==> src/rtl/demux_pkg.sv <==
// Shared constants for the 1-to-2 buffered demultiplexer: channel encodings,
// per-channel buffer depth and event counter width.
package demux_pkg;

  localparam logic CH_1       = 1'b0;
  localparam logic CH_2       = 1'b1;
  localparam int   FIFO_DEPTH = 2;
  localparam int   CNT_W      = 8;

endpackage

==> src/rtl/demux1_2_buf_fifo2.sv <==
// fifo2: small synchronous FIFO (default 2 entries) with registered head data.
// Push into a full FIFO and pop from an empty FIFO are ignored.
module fifo2
  import demux_pkg::*;
#(
  parameter int W     = 8,
  parameter int DEPTH = FIFO_DEPTH
) (
  input  logic         clk,
  input  logic         rst,
  input  logic         push,
  input  logic         pop,
  input  logic [W-1:0] wdata,
  output logic         full,
  output logic         empty,
  output logic [W-1:0] rdata
);

  localparam int PW = (DEPTH > 1) ? $clog2(DEPTH) : 1;
  localparam int CW = $clog2(DEPTH + 1);

  logic [W-1:0]  mem_q [DEPTH];
  logic [W-1:0]  mem_d [DEPTH];
  logic [PW-1:0] wr_ptr_q, wr_ptr_d;
  logic [PW-1:0] rd_ptr_q, rd_ptr_d;
  logic [CW-1:0] cnt_q, cnt_d;
  logic          do_push, do_pop;

  assign full    = (cnt_q == CW'(DEPTH));
  assign empty   = (cnt_q == '0);
  assign do_push = push && !full;
  assign do_pop  = pop && !empty;
  assign rdata   = mem_q[rd_ptr_q];

  always_comb begin
    mem_d    = mem_q;
    wr_ptr_d = wr_ptr_q;
    rd_ptr_d = rd_ptr_q;
    cnt_d    = cnt_q;
    if (do_push) begin
      mem_d[wr_ptr_q] = wdata;
      wr_ptr_d        = wr_ptr_q + PW'(1);
    end
    if (do_pop) rd_ptr_d = rd_ptr_q + PW'(1);
    // Simultaneous push and pop leaves occupancy unchanged.
    case ({do_push, do_pop})
      2'b10:   cnt_d = cnt_q + CW'(1);
      2'b01:   cnt_d = cnt_q - CW'(1);
      default: cnt_d = cnt_q;
    endcase
  end

  always_ff @(posedge clk or posedge rst) begin
    if (rst) begin
      mem_q    <= '{default: '0};
      wr_ptr_q <= '0;
      rd_ptr_q <= '0;
      cnt_q    <= '0;
    end else begin
      mem_q    <= mem_d;
      wr_ptr_q <= wr_ptr_d;
      rd_ptr_q <= rd_ptr_d;
      cnt_q    <= cnt_d;
    end
  end

endmodule

==> src/rtl/demux1_2_buf.sv <==
// demux1_2_buf: routes an input stream to one of two buffered output channels.
// Define DEMUX_AUTO_SEL_EN to ignore sel and alternate channels on each acceptance.
module demux1_2_buf #(
  parameter int DATA_W     = 8,
  parameter int FIFO_DEPTH = demux_pkg::FIFO_DEPTH
) (
  input  logic                       sys_clk,
  input  logic                       sys_rst,
  input  logic [DATA_W-1:0]          in_data,
  input  logic                       in_valid,
  output logic                       in_ready,
  input  logic                       sel,
  output logic [DATA_W-1:0]          out_1_data,
  output logic                       out_1_valid,
  input  logic                       out_1_ready,
  output logic [DATA_W-1:0]          out_2_data,
  output logic                       out_2_valid,
  input  logic                       out_2_ready,
  output logic [demux_pkg::CNT_W-1:0] cnt_1,
  output logic [demux_pkg::CNT_W-1:0] cnt_2
);
  import demux_pkg::*;

  logic             active_ch;
  logic             full_1, full_2, empty_1, empty_2;
  logic             accept, push_1, push_2, pop_1, pop_2;
  logic [CNT_W-1:0] cnt_1_q, cnt_1_d, cnt_2_q, cnt_2_d;

`ifdef DEMUX_AUTO_SEL_EN
  logic toggle_q, toggle_d;
  logic unused_sel;

  assign unused_sel = sel;
  assign active_ch  = toggle_q;

  always_comb begin
    toggle_d = toggle_q;
    if (accept) toggle_d = ~toggle_q;
  end

  always_ff @(posedge sys_clk or posedge sys_rst) begin
    if (sys_rst) toggle_q <= CH_1;
    else         toggle_q <= toggle_d;
  end
`else
  assign active_ch = sel;
`endif

  // Ready looks only at the active channel's fullness, never at the sinks.
  assign in_ready = !sys_rst && ((active_ch == CH_1) ? !full_1 : !full_2);
  assign accept   = in_valid && in_ready;
  assign push_1   = accept && (active_ch == CH_1);
  assign push_2   = accept && (active_ch == CH_2);

  assign out_1_valid = !empty_1;
  assign out_2_valid = !empty_2;
  assign pop_1       = out_1_valid && out_1_ready;
  assign pop_2       = out_2_valid && out_2_ready;

  always_comb begin
    cnt_1_d = cnt_1_q + CNT_W'(push_1);
    cnt_2_d = cnt_2_q + CNT_W'(push_2);
  end

  always_ff @(posedge sys_clk or posedge sys_rst) begin
    if (sys_rst) begin
      cnt_1_q <= '0;
      cnt_2_q <= '0;
    end else begin
      cnt_1_q <= cnt_1_d;
      cnt_2_q <= cnt_2_d;
    end
  end

  assign cnt_1 = cnt_1_q;
  assign cnt_2 = cnt_2_q;

  fifo2 #(.W(DATA_W), .DEPTH(FIFO_DEPTH)) u_fifo_1 (
    .clk   (sys_clk),
    .rst   (sys_rst),
    .push  (push_1),
    .pop   (pop_1),
    .wdata (in_data),
    .full  (full_1),
    .empty (empty_1),
    .rdata (out_1_data)
  );

  fifo2 #(.W(DATA_W), .DEPTH(FIFO_DEPTH)) u_fifo_2 (
    .clk   (sys_clk),
    .rst   (sys_rst),
    .push  (push_2),
    .pop   (pop_2),
    .wdata (in_data),
    .full  (full_2),
    .empty (empty_2),
    .rdata (out_2_data)
  );

endmodule

==> config.mk <==
export PLATFORM = sky130hd
export DESIGN_NAME = demux1_2_buf
export DESIGN_NICKNAME = d
export VERILOG_FILES = /design/src/rtl/demux_pkg.sv /design/src/rtl/demux1_2_buf_fifo2.sv /design/src/rtl/demux1_2_buf.sv
export SDC_FILE = /design/constraint.sdc
export NUM_CORES = 1
export LEC_CHECK = 0
export ABC_AREA = 1
export BUFFER_PORTS_ARGS = -buffer_cell sky130_fd_sc_hd__clkbuf_2
export CORE_MARGIN = 5
export CORE_UTILIZATION = 55
export CTS_CLUSTER_SIZE = 14
export DETAILED_ROUTE_END_ITERATION = 12
export PLACE_DENSITY = 0.79
export SETUP_SLACK_MARGIN = 0.3
export SYNTH_ARGS = -nofsm -noshare
export SYNTH_HDL_FRONTEND = slang
export SYNTH_SLANG_ARGS = --single-unit
==> constraint.sdc <==
create_clock -name sys_clk -period 5.5 [get_ports sys_clk]
set_clock_uncertainty 0.05 [all_clocks]
set_input_delay 0.825 -clock sys_clk [delete_from_list [all_inputs] [get_ports sys_clk]]
set_output_delay 0.825 -clock sys_clk [all_outputs]
set_load 0.05 [all_outputs]
* Yosys cells after proc, flatten, opt, wreduce, memory -nomap -nowiden
Index checks and enable logic that the tools add are counted.
Cells by class: add/subtract/negate cells 10, order comparisons 6, equal/unequal tests 6, multiplexer cells 15, bitwise gates (word level) 5, reductions and logical operators 21
Operator list (number):
- $mux W8 | 8
- $bwmux W16 | 2
- $add A8 B1 Y8 | 2
- $demux W8 S1 | 2
- $logic_and A1 B1 Y1 | 12
- $eq A2 B2 Y1 const B | 4
- $ge A2 B2 Y1 const B | 4
- $not A1 Y2 | 4
- $pmux W2 S2 | 2
- $logic_not A1 Y1 | 5
- $add A1 B1 Y1 const B | 4
- $add A2 B1 Y2 const B | 2
- $eq A2 B1 Y1 const B | 2
- $logic_not A2 Y1 | 2
- $lt A2 B1 Y1 const B | 2
- $reduce_bool A2 Y1 | 2
- $sub A2 B1 Y2 const B | 2
- $mux W1 | 1
- $not A1 Y1 | 1
Word-level totals: register bits 56, bits of input ports 14, output and inout port bits 35

* Longest topological paths before layout
Gate-level depths: netlist of the first run.
depth after elaboration 9, gate-level depth with buffers 11, mapped depth without buffers 11

* By module
Synthesis of the first run repeated with hierarchy kept, for this count alone.
Unflattened totals: cell total of the unflattened synthesis 345, area, all modules 2797.7 µm²
Modules (own cells, without submodules):
- fifo2 at u_fifo_1 | instances 1, cells an instance 127, area an instance 1018.5 µm², sequential area each 500.5 µm²
- fifo2 at u_fifo_2 | instances 1, cells an instance 127, area an instance 1014.7 µm², sequential area each 500.5 µm²
- demux1_2_buf | instances 1, cells an instance 91, area an instance 764.5 µm², sequential area each 400.4 µm²

* Worst setup path after synthesis of the first run
Ideal clock, no wire load.
path type input to register, from in sys_rst, to reg cnt_2_q[7] (netlist: cnt_2[7]), setup time 119 ps, data arrival time 3522 ps, data required time 5331 ps, slack 1809 ps, stages 10, path buffers 1, path through inv_1 nand4_4 buf_6 inv_1 ha_1 nand3_1 nor3b_1 nand3_1 nand2_1 nand2_1
On the way: cells in the longest elaborated chain, start to end 5
Ends and longest elaborated chain:
- from (decl) | line demux1_2_buf.sv:8 | input logic sys_rst,
- $logic_not A1 Y1 (no line)
- $logic_and A1 B1 Y1 | line demux1_2_buf.sv:50 | assign in_ready = !sys_rst && ((active_ch == CH_1) ? !full_1 : !full_2);
- $logic_and A1 B1 Y1 | line demux1_2_buf.sv:51 | assign accept = in_valid && in_ready;
- $logic_and A1 B1 Y1 | line demux1_2_buf.sv:53 | assign push_2 = accept && (active_ch == CH_2);
- $add A8 B1 Y8 | line demux1_2_buf.sv:62 | cnt_2_d = cnt_2_q + CNT_W'(push_2);
- via cnt_2_d[7] | line demux1_2_buf.sv:27 | logic [CNT_W-1:0] cnt_1_q, cnt_1_d, cnt_2_q, cnt_2_d;
- to (signal assigned) | line demux1_2_buf.sv:71 | cnt_2_q <= cnt_2_d;
- to (decl) | line demux1_2_buf.sv:27
The timed path passes the listed nets, and every way through them passes these cells. A chain may end at the register's enable or synchronous reset.

* Worst setup path after layout of the first run
from in sys_rst, to out in_ready
On the way: cells in the longest elaborated chain, start to end 2
Ends and longest elaborated chain:
- $logic_not A1 Y1 (no line)
- $logic_and A1 B1 Y1 | line demux1_2_buf.sv:50
- to (decl) | line demux1_2_buf.sv:11 | output logic in_ready,
No other way between the ends.

==> results of run 1 <==
## worst reg2reg max path, cell delays in order (launching register included)
cell     delay, ps
dfrtp_1        420
inv_2           60
nand3_2        110
nand3_2        110
nor2_4         300
nand2_1        180
inv_1           90
ha_1           170
ha_1           180
nand3_1        130
nor2_1         160
xor2_1         150
## kinds of logic (layout without fill, tap and decap cells)
| kind of cell | count (synthesis) | count (layout) | synth area share [%] |
|---|---|---|---|
| AOI/OAI and AO/OA | 28 | 28 | 5.60 |
| xor gates and xnor gates | 18 | 18 | 5.98 |
| adders and majority gates | 6 | 6 | 2.85 |
| buffers and inverters | 33 | 81 | 5.98 |
| DFF | 56 | 56 | 53.2 |
| muxes | 8 | 8 | 3.42 |
| and+or+nand+nor | 116 | 116 | 23.0 |
## registers in the layout (all words and copies together), names as in the netlist
register           cells
cnt_1                  8
u_fifo_2.mem_q        16
u_fifo_2.cnt_q         2
u_fifo_1.cnt_q         2
cnt_2                  8
u_fifo_2.rd_ptr_q      1
u_fifo_1.wr_ptr_q      1
u_fifo_2.wr_ptr_q      1
u_fifo_1.mem_q        16
u_fifo_1.rd_ptr_q      1
## cells in the final DEF, fill, tap and decap left out, types with 7 or more instances in the layout
| cell | instances |
|---|---|
| dfrtp_1 | 56 |
| o21ai_0 | 24 |
| mux2_2 | 8 |
| nand4_1 | 18 |
| clkbuf_2 | 48 |
| nand2_1 | 76 |
| xnor2_1 | 8 |
| inv_1 | 18 |
| clkbuf_8 | 7 |
| xor2_1 | 10 |
## final timing paths
path                                                  endpoint  slack, ps  cells past startpoint
min in group sys_clk             u_fifo_1.mem_q[1]$_DFFE_PP0P_        430                      2
worst min register to register   u_fifo_1.mem_q[1]$_DFFE_PP0P_        430                      2
worst max register to register              cnt_1[6]$_DFF_PP0_       3320                     11
max in group asynchronous       u_fifo_1.mem_q[13]$_DFFE_PP0P_       4130                      3
worst min-delay path                        cnt_1[7]$_DFF_PP0_        420                      2
worst max-delay path                                  in_ready       2770                      5
## cell type report
cell class / count / area, µm²
inverter: 24 / 90.1
clock buffer: 7 / 96.3
sequential: 56 / 1400
tap: 54 / 67.6
fill: 385 / 1680
timing repair buffer: 49 / 248
clock inverter: 1 / 30.0
multi-input combinational: 176 / 1080
## routing by layer
layer,wire length (µm),track usage (%),up-vias
met5,0,0,-
met4,101,7.39,0
met3,216,3.63,8
met2,2620,30.9,44
met1,2270,23.5,920
li1,-,-,966
## through the flow
stage               hold slack [ps]  total power [mW]  instance area, µm²
floorplan                       386              1.53                2640
global placement                400              1.73                2880
detailed placement              408              1.75                2880
CTS                             427              2.04                3010
global route                    441              2.16                3010
finish                          422              2.03                3010
## power by group through the flow
| stage | Clock, mW | Combinational (mW) | Sequential, mW |
|---|---|---|---|
| after floorplan | 0 | 0.712 | 0.822 |
| after global placement | 0 | 0.985 | 0.741 |
| after detailed placement | 0 | 1.00 | 0.751 |
| after CTS | 0.295 | 1.01 | 0.744 |
| after global routing | 0.312 | 1.08 | 0.773 |
| final | 0.291 | 0.997 | 0.745 |
## cells in the mapped netlist (2+ instances only)
| cell | instances | area [µm²] |
|---|---|---|
| a21oi_1 | 2 | 10.0 |
| dfrtp_1 | 56 | 1400 |
| buf_6 | 4 | 45.0 |
| xnor2_1 | 8 | 70.1 |
| o21ai_2 | 2 | 17.5 |
| nand2_1 | 76 | 285 |
| nor2_1 | 4 | 15.0 |
| clkbuf_1 | 2 | 7.51 |
| inv_2 | 3 | 11.3 |
| nand2_2 | 2 | 12.5 |
| nor2_4 | 3 | 33.8 |
| buf_2 | 3 | 15.0 |
| nand3_2 | 3 | 30.0 |
| o21ai_0 | 24 | 120 |
| inv_1 | 19 | 71.3 |
| xor2_1 | 10 | 87.6 |
| nand4_4 | 3 | 63.8 |
| clkinv_1 | 2 | 7.51 |
| nand3_1 | 5 | 25.0 |
| nand4_1 | 18 | 113 |
| ha_1 | 6 | 75.1 |
| mux2_2 | 8 | 90.1 |
==> summary.txt, run 1 <==
Run status
  • Outcome: complete, no violations

Clocking
  • CTS tree: done
  • Worst-skew pair later-pin latency: around 310 ps
  • # hold bufs at CTS: 0
  • Clock sinks: 56
  • H-tree levels: 2
  • Post-CTS Setup Repair Bufs: 0
  • Post_cts resized: 0
  • Clock Path Buffers: 2
  • Worst-path clk slew: 90 ps
  • CTS root buf: clkbuf_8
  • Cts bufs inserted: 5

Cells and area
  • Util after Layout: 64.1%
  • Ant diodes: 0
  • P&R area growth vs syn: 14.2%
  • Fin cells: 367
  • Net count, final: 332
  • Fraction of layout instances using a drive strength above 1: 26.5%

Power and ir drop
  • P_int: roughly 1.0 mW
  • Clock network fraction of design power: 14.3%
  • Comb power frac: 49.0%
  • Worst IR drop on VDD: 0.381 mV
  • Power per cell area: 675 nW/µm²
  • Sequential power share: between 30% and 40%
  • Switching Share: around half
  • Psw: 1.02 mW
  • Cell leakage power: 1.57 nW

STA
  • Period utilization: 49.6%
  • Final hold violation count: 0
  • # setup viols final: 0
  • Slew @ Worst Pin: about 510 ps
  • Setup_tns: 0 ps
  • Worst setup margin: 2770 ps
  • Fmax: 367 MHz
  • Max-slew violations: 0
  • Clock period minus worst slack: 2730 ps
  • Rel. slew slack: approximately two thirds
  • RSZ-0062 raised after global routing: no

Worst setup path
  • Setup crit end kind: output port
  • Crit path buf inv count: 3
  • Crit path kind: primary input to output port
  • Slowest library cell on the worst path: clkbuf_2
  • Critical Path Start Type: primary input
  • Critical Path Start: sys_rst
  • Crit path max-delay family: buffers and inverters
  • Cell repeated most along the worst path: clkbuf_2
  • Crit Path Max Fanout: 19
  • Critical Path RT: about 4600 ps
  • Origin of the critical flop-to-flop path: u_fifo_2.cnt_q[0]$_DFFE_PP0P_
  • Max incr delay on CP: 310 ps
  • WP data arrival: 1850 ps
  • CP Cell Sequence: clkbuf_2, inv_2, nand2_1, nor2_4, clkbuf_2

Global routing
  • Congestion Overflow GR: 0
  • Initial antenna violation count: 0
  • First-pass GRT wire length: 9.06 mm
  • Number of global-route vias before repair: 1931
  • GRT Total Usage: 18.5%
  • Largest net degree at the start of global routing: between 40 and 50

Drt
  • Residual DRC: 0
  • Routed WL: between 5 and 6 mm
  • DR vias: 1938
  • Routed Antenna Nets: 0
  • Avg WL per Cell: 14.2 µm
  • First-pass DRT Iterations: 4
  • 1st-iter DRT viols: 143
  • Vias per cell: 5.28

Synth
  • Syn nets: ~290
  • YS warnings: 0
  • Number of synthesized flops with an enable pin: 0
  • Mapped Cells: about 270
  • Distinct cells, synth: 24
  • Top FF cell, synth: dfrtp_1
  • Async set-or-reset flop fraction in the synthesized netlist: 100%
  • Seq/Total Area, Yosys: a little over half
  • Netlist Area Pre-Place: 2640 µm²
  • Synth Area per Inst: around 9.9 µm²
  • Post-synthesis register bit count: 56

Die
  • DIE AREA: between 6000 and 7000 µm²
  • I/O pins: ~50
  • Core area: approximately 4700 µm²
  • Die W: around 79 µm
  • Row cnt: 25
  • Initial Util: 56.2%
  • Die height: 79.2 µm

Flow run
  • Max cap viols: 0

Place
  • Place WS: 2620 ps
  • Post-placement cell count: 359
  • Port buffer count: 48
  • DP Wirelength: 3.78 mm
  • GP Congestion: 0.804

Hold path
  • Hold WC Path Type: primary input to asynchronous set/reset pin
(Power assumes the default switching activity.)
==> run 2: changes to the inputs <==
clock period = 2.8 ns   (was 5.5 ns; I/O delays follow)
==> run 2 against run 1 <==
Compared with the run above:
- utilization increased by 0.40 points
- global-route usage about the same
- critical endpoint is now cnt_2[7]$_DFF_PP0_
- largest power group unchanged
- largest cell class unchanged
- combinational power increased by 98%
- routed wire length decreased by 1.5%
- clock-buffer cell count decreased by 2
==> summary.txt, run 2 (same netlist as run 1, synthesis figures left out) <==
Cells and area
  • P&R area growth vs syn: 14.9% (was 14.2%)
  • Fraction of layout instances using a drive strength above 1: 28.9% (was 26.5%)
  • Fill cell count: 396 (was 385)
  • Largest regs: u_fifo_1.mem_q: 16 flops, u_fifo_2.mem_q: 16 flops (unchanged)
  • Commonest cells after routing, fill and taps aside: 74 x nand2_1, 56 x dfrtp_1, 48 x clkbuf_2, 23 x o21ai_0, 18 x nand4_1 (was 76 x nand2_1, 56 x dfrtp_1, 48 x clkbuf_2, 24 x o21ai_0)
  • Ant diodes: 0 (unchanged)
  • Net count, final: 333 (was 332)
  • Commonest non-fill, non-tap cell in the layout: nand2_1 (unchanged)

Drt
  • 1st-iter DRT viols: 97 (was 143)
  • Wire length on met3: 259 µm (was 216 µm)
  • Wl on met1: 2.32 mm (was 2.27 mm)
  • Avg WL per Cell: 14.0 µm (was 14.2 µm)
  • Vias per cell: 5.26 (was 5.28)
  • DR WL met2: 2.42 mm (was 2.62 mm)
  • DR vias: 1921 (was 1938)
  • Residual DRC: 0 (unchanged)
  • Top Metal Used: met4 (unchanged)
  • Routed WL: 5.12 mm (was 5.20 mm)
  • Routed Antenna Nets: 0 (unchanged)
  • First-pass DRT Iterations: 4 (unchanged)

Power and ir drop
  • Cell leakage power: 1.54 nW (was 1.57 nW)
  • Worst IR drop on VDD: 0.629 mV (was 0.381 mV)
  • Switching Share: 52.1% (was 50.4%)
  • P_int: 1.84 mW (was 1.01 mW)
  • Clock network fraction of design power: 10.2% (was 14.3%)
  • Comb power frac: 51.3% (was 49.0%)
  • Psw: 2.01 mW (was 1.02 mW)
  • Power per cell area: 1270 nW/µm² (was 675 nW/µm²)
  • Sequential power share: 38.5% (was 36.7%)

Global routing
  • Initial antenna violation count: 0 (unchanged)
  • Largest net degree at the start of global routing: 55 (was 42)
  • First-pass GRT wire length: 9.04 mm (was 9.06 mm)
  • GRT Total Usage: 18.5% (about the same)
  • Congestion Overflow GR: 0 (unchanged)
  • Number of global-route vias before repair: 1898 (was 1931)

Worst setup path
  • Crit path kind: register to register (was primary input to output port)
  • Crit Path Max Fanout: 13 (was 19)
  • Setup crit end kind: register (was output port)
  • Reg2Reg Depth: 10 (was 11)
  • FF-to-FF setup slack: 690 ps (was 3320 ps)
  • FF-to-FF End: cnt_2[7]$_DFF_PP0_ (was cnt_1[6]$_DFF_PP0_)
  • Origin of the critical flop-to-flop path: u_fifo_2.cnt_q[0]$_DFFE_PP0P_ (unchanged)
  • Max incr delay on CP: 430 ps (was 310 ps)
  • CP Cell Sequence: inv_2, nand3_2, nand4_4, inv_2, ha_4, nand3_1, nor3b_1, nand3_1, nand2_1, nand2_1 (was clkbuf_2, inv_2, nand2_1, nor2_4, clkbuf_2)
  • WP data arrival: 2260 ps (was 1850 ps)
  • Critical Path Start Type: register (was primary input)
  • Critical Path RT: 2950 ps (was 4620 ps)
  • Slowest library cell on the worst path: dfrtp_1 (was clkbuf_2)

Clocking
  • H-tree levels: 2 (unchanged)
  • Post-CTS Setup Repair Bufs: 0 (unchanged)
  • CTS tree: done (unchanged)
  • Worst-path clk slew: 90 ps (about the same)
  • Clock sinks: 56 (unchanged)
  • Post_cts resized: 0 (unchanged)
  • CTS root buf: clkbuf_8 (unchanged)
  • Clock Path Buffers: 2 (unchanged)
  • Cts bufs inserted: 5 (unchanged)
  • # hold bufs at CTS: 1 (was 0)
  • Worst-skew pair later-pin latency: 300 ps (was 310 ps)

Flow run
  • Max cap viols: 0 (unchanged)

STA
  • Max-slew violations: 0 (unchanged)
  • Min Hold Slack: 320 ps (was 422 ps)
  • Period utilization: 75.5%
  • Slew @ Worst Pin: 659 ps (was 514 ps)
  • # setup viols final: 0 (unchanged)
  • Clock period minus worst slack: 2110 ps
  • Rel. slew slack: 56.1% (was 65.7%)
  • Final hold violation count: 0 (unchanged)
  • RSZ-0062 raised after global routing: no (unchanged)
  • Setup_tns: 0 ps (unchanged)
  • Fmax: 473 MHz

Place
  • DP Wirelength: 3.74 mm (was 3.78 mm)
  • GP Congestion: 0.766 (was 0.804)
  • Port buffer count: 48 (unchanged)

Die
  • Initial Util: 56.2% (unchanged)
  • Die W: 79.2 µm (unchanged)
  • DIE AREA: 6280 µm² (unchanged)
  • Die height: 79.2 µm (unchanged)
  • I/O pins: 49 (unchanged)
  • Row cnt: 25 (unchanged)
  • Core area: 4690 µm² (unchanged)

Run status
  • Outcome: complete, no violations (unchanged)

Hold path
  • WHS Endpoint: u_fifo_2.rd_ptr_q$_DFFE_PP0P_
  • Hold Crit Depth: 3
  • Hold Startpoint: out_2_ready
  • Hold WC Path Type: primary input to register (was primary input to asynchronous set/reset pin)
[run 2: cell types whose count changed in the layout (fill, tap and decap cells not counted), sizes merged]
cell	before	now
inv	22	21
clkbuf	55	53
dlygate4sd3	0	1
bufinv	1	0
clkinvlp	0	1
[run 2: stage by stage]
step	setup slack, ps	power (mW)	cell area [µm²]	instances	utilization, %
floorplan	154	3.05	2700	265	-
global placement	531	3.43	2950	359	62.9
detailed placement	467	3.49	2950	359	62.9
CTS	660	3.89	3030	365	64.5
global route	437	4.11	3030	365	64.5
finish	686	3.85	3030	365	64.5
[run 2: layer usage]
layer,vias to the layer above,track usage [%]
met3,10,4.31
met4,0,7.56
met2,55,29.5
met1,899,24.2
li1,957,-
met5,-,0
[run 2: final cells by class]
class | instances | area [µm²] | share of cell area [%]
well taps | 54 | 67.6 | 2.23
clock buffers | 5 | 68.8 | 2.27
flip-flops and latches | 56 | 1400 | 46.3
multi-input cells | 176 | 1140 | 37.6
repair buffers | 50 | 258 | 8.51
inverters | 24 | 93.8 | 3.10
[run 2: worst max-delay path, delay by kind of cell, from the launching register on]
kind	cells	cell delay, ps
AND/OR/NAND/NOR	7	1160
flip-flops	1	430
buffers and inverters	2	220
adder cells (fa/ha/maj)	1	150
[run 2: worst max-delay path by stage]
stage,from,endpoint,slack [ps],cells past startpoint
floorplan,sys_rst,cnt_2[6]$_DFF_PP0_,150,10
global route,u_fifo_2.cnt_q[0]$_DFFE_PP0P_,cnt_2[7]$_DFF_PP0_,440,10
detailed placement,sel,cnt_1[7]$_DFF_PP0_,470,12
CTS,u_fifo_2.cnt_q[0]$_DFFE_PP0P_,cnt_2[7]$_DFF_PP0_,660,10
finish,u_fifo_2.cnt_q[0]$_DFFE_PP0P_,cnt_2[7]$_DFF_PP0_,690,10
global placement,sel,cnt_1[7]$_DFF_PP0_,530,12
[run 2: power groups by stage]
| stage | clock network (mW) | registers (mW) | logic (mW) |
|---|---|---|---|
| 3_3_place_gp | 0 | 1.47 | 1.96 |
| 2_1_floorplan | 0 | 1.63 | 1.42 |
| 3_5_place_dp | 0 | 1.50 | 1.99 |
| 6_report | 0.394 | 1.48 | 1.97 |
| 5_1_grt | 0.445 | 1.53 | 2.13 |
| 4_1_cts | 0.411 | 1.48 | 2.00 |
==> run 3: changes to the inputs <==
clock period = 2.1 ns   (was 2.8 ns; I/O delays follow)
==> run 3 against run 2 <==
Compared with the run above:
- register-to-register slack got worse by 270 ps
- first-iteration DRC count decreased by 16%
- combinational power increased by 49%
- sequential power increased by 30%
- cell area increased by 6.2%
- clock-buffer cell count increased by 2
- flip-flop and latch count unchanged
- largest power group unchanged
- highest routed layer unchanged
==> summary.txt, run 3 (same netlist as run 1, synthesis figures left out) <==
STA
  • RSZ-0062 raised after global routing: yes (was no)
  • Period utilization: 84.7%
  • Slew @ Worst Pin: 675 ps (was 659 ps)
  • Rel. slew slack: 55.0% (was 56.1%)
  • Final hold violation count: 0 (unchanged)
  • Clock period minus worst slack: 1780 ps
  • # setup viols final: 0 (unchanged)
  • Fmax: roughly 560 MHz
  • Max-slew violations: 0 (unchanged)

Die
  • Core area: 4690 µm² (unchanged)
  • Row cnt: 25 (unchanged)
  • Die height: 79.2 µm (unchanged)
  • DIE AREA: 6280 µm² (unchanged)
  • Initial Util: 56.2% (unchanged)
  • Die W: 79.2 µm (unchanged)
  • I/O pins: 49 (unchanged)

Cells and area
  • P&R area growth vs syn: 22.0% (was 14.9%)
  • Net count, final: 345 (was 333)
  • Largest regs: u_fifo_1.mem_q: 16 flops, u_fifo_2.mem_q: 16 flops (unchanged)
  • Commonest non-fill, non-tap cell in the layout: nand2_1 (unchanged)
  • Commonest cells after routing, fill and taps aside: 74 x nand2_1, 54 x dfrtp_1, 44 x clkbuf_2, 18 x nand4_1, 16 x inv_1 (was 74 x nand2_1, 56 x dfrtp_1, 48 x clkbuf_2, 23 x o21ai_0, 18 x nand4_1)
  • Ant diodes: 0 (unchanged)
  • Util after Layout: 68.5% (was 64.5%)
  • Fraction of layout instances using a drive strength above 1: 34.8% (was 28.9%)

Worst setup path
  • FF-to-FF setup slack: 420 ps (was 690 ps)
  • Origin of the critical flop-to-flop path: u_fifo_2.cnt_q[1]$_DFFE_PP0P_ (was u_fifo_2.cnt_q[0]$_DFFE_PP0P_)
  • Max incr delay on CP: 360 ps (was 430 ps)
  • FF-to-FF End: cnt_2[7]$_DFF_PP0_ (unchanged)
  • Crit Path Max Fanout: 5 (was 13)
  • Crit path kind: register to output port (was register to register)
  • Crit path max-delay family: buffers and inverters (was simple AND/OR/NAND/NOR gates)
  • WP data arrival: 1410 ps (was 2260 ps)
  • Slowest library cell on the worst path: dfrtp_2 (was dfrtp_1)
  • Critical Path Start Type: register (unchanged)
  • Critical Path Start: u_fifo_1.rd_ptr_q$_DFFE_PP0N_ (was u_fifo_2.cnt_q[0]$_DFFE_PP0P_)
  • Critical Path RT: 1740 ps (was 2950 ps)
  • Critical Path End: out_1_data[1] (was cnt_2[7]$_DFF_PP0_)
  • CP Cell Sequence: buf_4, mux2_2, clkbuf_2 (was inv_2, nand3_2, nand4_4, inv_2, ha_4, nand3_1, nor3b_1, nand3_1, nand2_1, nand2_1)
  • WP depth: 3 (was 10)
  • Reg2Reg Depth: 9 (was 10)
  • Crit path buf inv count: 2 (unchanged)
  • Setup crit end kind: output port (was register)

Clocking
  • Clock Path Buffers: 2 (unchanged)
  • CTS tree: done (unchanged)
  • Clock sinks: 56 (unchanged)
  • Worst-path clk slew: 100 ps (was 90 ps)
  • Worst-skew pair later-pin latency: 310 ps (was 300 ps)
  • Cts bufs inserted: 5 (unchanged)
  • CTS root buf: clkbuf_8 (unchanged)
  • H-tree levels: 2 (unchanged)

Drt
  • Vias per cell: 5.36 (was 5.26)
  • First-pass DRT Iterations: 4 (unchanged)
  • 1st-iter DRT viols: 81 (was 97)
  • Routed WL: 5.51 mm (was 5.12 mm)
  • Routed Antenna Nets: 0 (unchanged)
  • DR vias: 2030 (was 1921)
  • Avg WL per Cell: 14.5 µm (was 14.0 µm)
  • Residual DRC: 0 (unchanged)

Power and ir drop
  • Power per cell area: 1700 nW/µm² (was 1270 nW/µm²)
  • Worst IR drop on VDD: 0.886 mV (was 0.629 mV)
  • Cell leakage power: 1.62 nW (was 1.54 nW)
  • Pwr Total: 5.47 mW (was 3.85 mW)

Place
  • GP Congestion: 0.754 (was 0.766)
  • Port buffer count: 48 (unchanged)
  • DP Wirelength: 3.75 mm (was 3.74 mm)

Global routing
  • Largest net degree at the start of global routing: 56 (was 55)
  • First-pass GRT wire length: 9.35 mm (was 9.04 mm)
  • Congestion Overflow GR: 0 (unchanged)
  • Number of global-route vias before repair: 1963 (was 1898)
  • Initial antenna violation count: 0 (unchanged)
  • GRT Total Usage: 19.1% (was 18.5%)

Flow run
  • Max cap viols: 0 (unchanged)

Run status
  • Outcome: complete, no violations (unchanged)

Hold path
  • Hold WC Path Type: primary input to register (unchanged)
run 3: cell types whose count changed in the layout (fill, tap and decap cells not counted), moves of 2 or more:
cell	delta
dfrtp_2	+2
o21ai_0	-15
o21ai_1	+14
nor2_1	-2
buf_2	+3
clkbuf_2	-4
clkbuf_8	+2
nand3_4	+2
dfrtp_1	-2
buf_4	+12
run 3: how the worst min path moves through the flow:
stage,slack [ps],end,depth (start not counted),start
global placement,170,u_fifo_1.cnt_q[1]$_DFFE_PP0P_,2,sys_rst
finish,210,u_fifo_1.rd_ptr_q$_DFFE_PP0N_,3,out_1_ready
CTS,210,u_fifo_2.mem_q[1]$_DFFE_PP0P_,3,in_data[1]
detailed placement,170,u_fifo_1.cnt_q[1]$_DFFE_PP0P_,2,sys_rst
floorplan,370,cnt_1[0]$_DFF_PP0_,1,sys_rst
global route,230,u_fifo_2.rd_ptr_q$_DFFE_PP0P_,3,out_2_ready
run 3: cell type report:
type / instances / area [µm²]
inverters: 24 / 93.8
repair buffers: 62 / 354
multi-input cells: 176 / 1200
flip-flops and latches: 56 / 1400
well taps: 54 / 67.6
clock buffers: 7 / 96.3
fillers: 379 / 1480
run 3: per-layer routing:
metal | share of wire (%) | global-route usage [%] | wire length (µm) | vias up
li1 | - | - | - | 991
met1 | 45 | 25.5 | 2500 | 983
met2 | 49 | 30.4 | 2670 | 46
met3 | 4.0 | 4.31 | 221 | 10
met4 | 2.0 | 7.04 | 108 | 0
met5 | 0 | 0 | 0 | -
run 3: where the power goes:
part	total, mW	internal (mW)	switching, mW
clock	0.623	0.294	0.329
sequential	1.92	1.56	0.363
combinational	2.93	0.826	2.10
total	5.47	2.68	2.79
run 3: tightest hold or removal path, stage by stage:
cell and delay (ps):
clkbuf_2 80, nand2_1 90, xnor2_1 70
run 3: per-stage QoR:
step,area (µm²),hold WS (ps),setup WS (ps),instances,TNS (ps)
final,3210,215,321,379,0
after detailed placement,3010,167,277,363,0
after CTS,3130,210,293,372,0
after floorplan,2730,373,-439,265,-4370
after global placement,3010,166,319,363,0
after global routing,3210,226,269,379,0
run 3: timing repair:
action                                  CTS  global route
endpoints found under the setup margin   18            18
setup buffers                             1             7
resized for setup                         4            12
pin swaps                                 0             4
hold buffers                              1             0
endpoints found under the hold margin     1             0
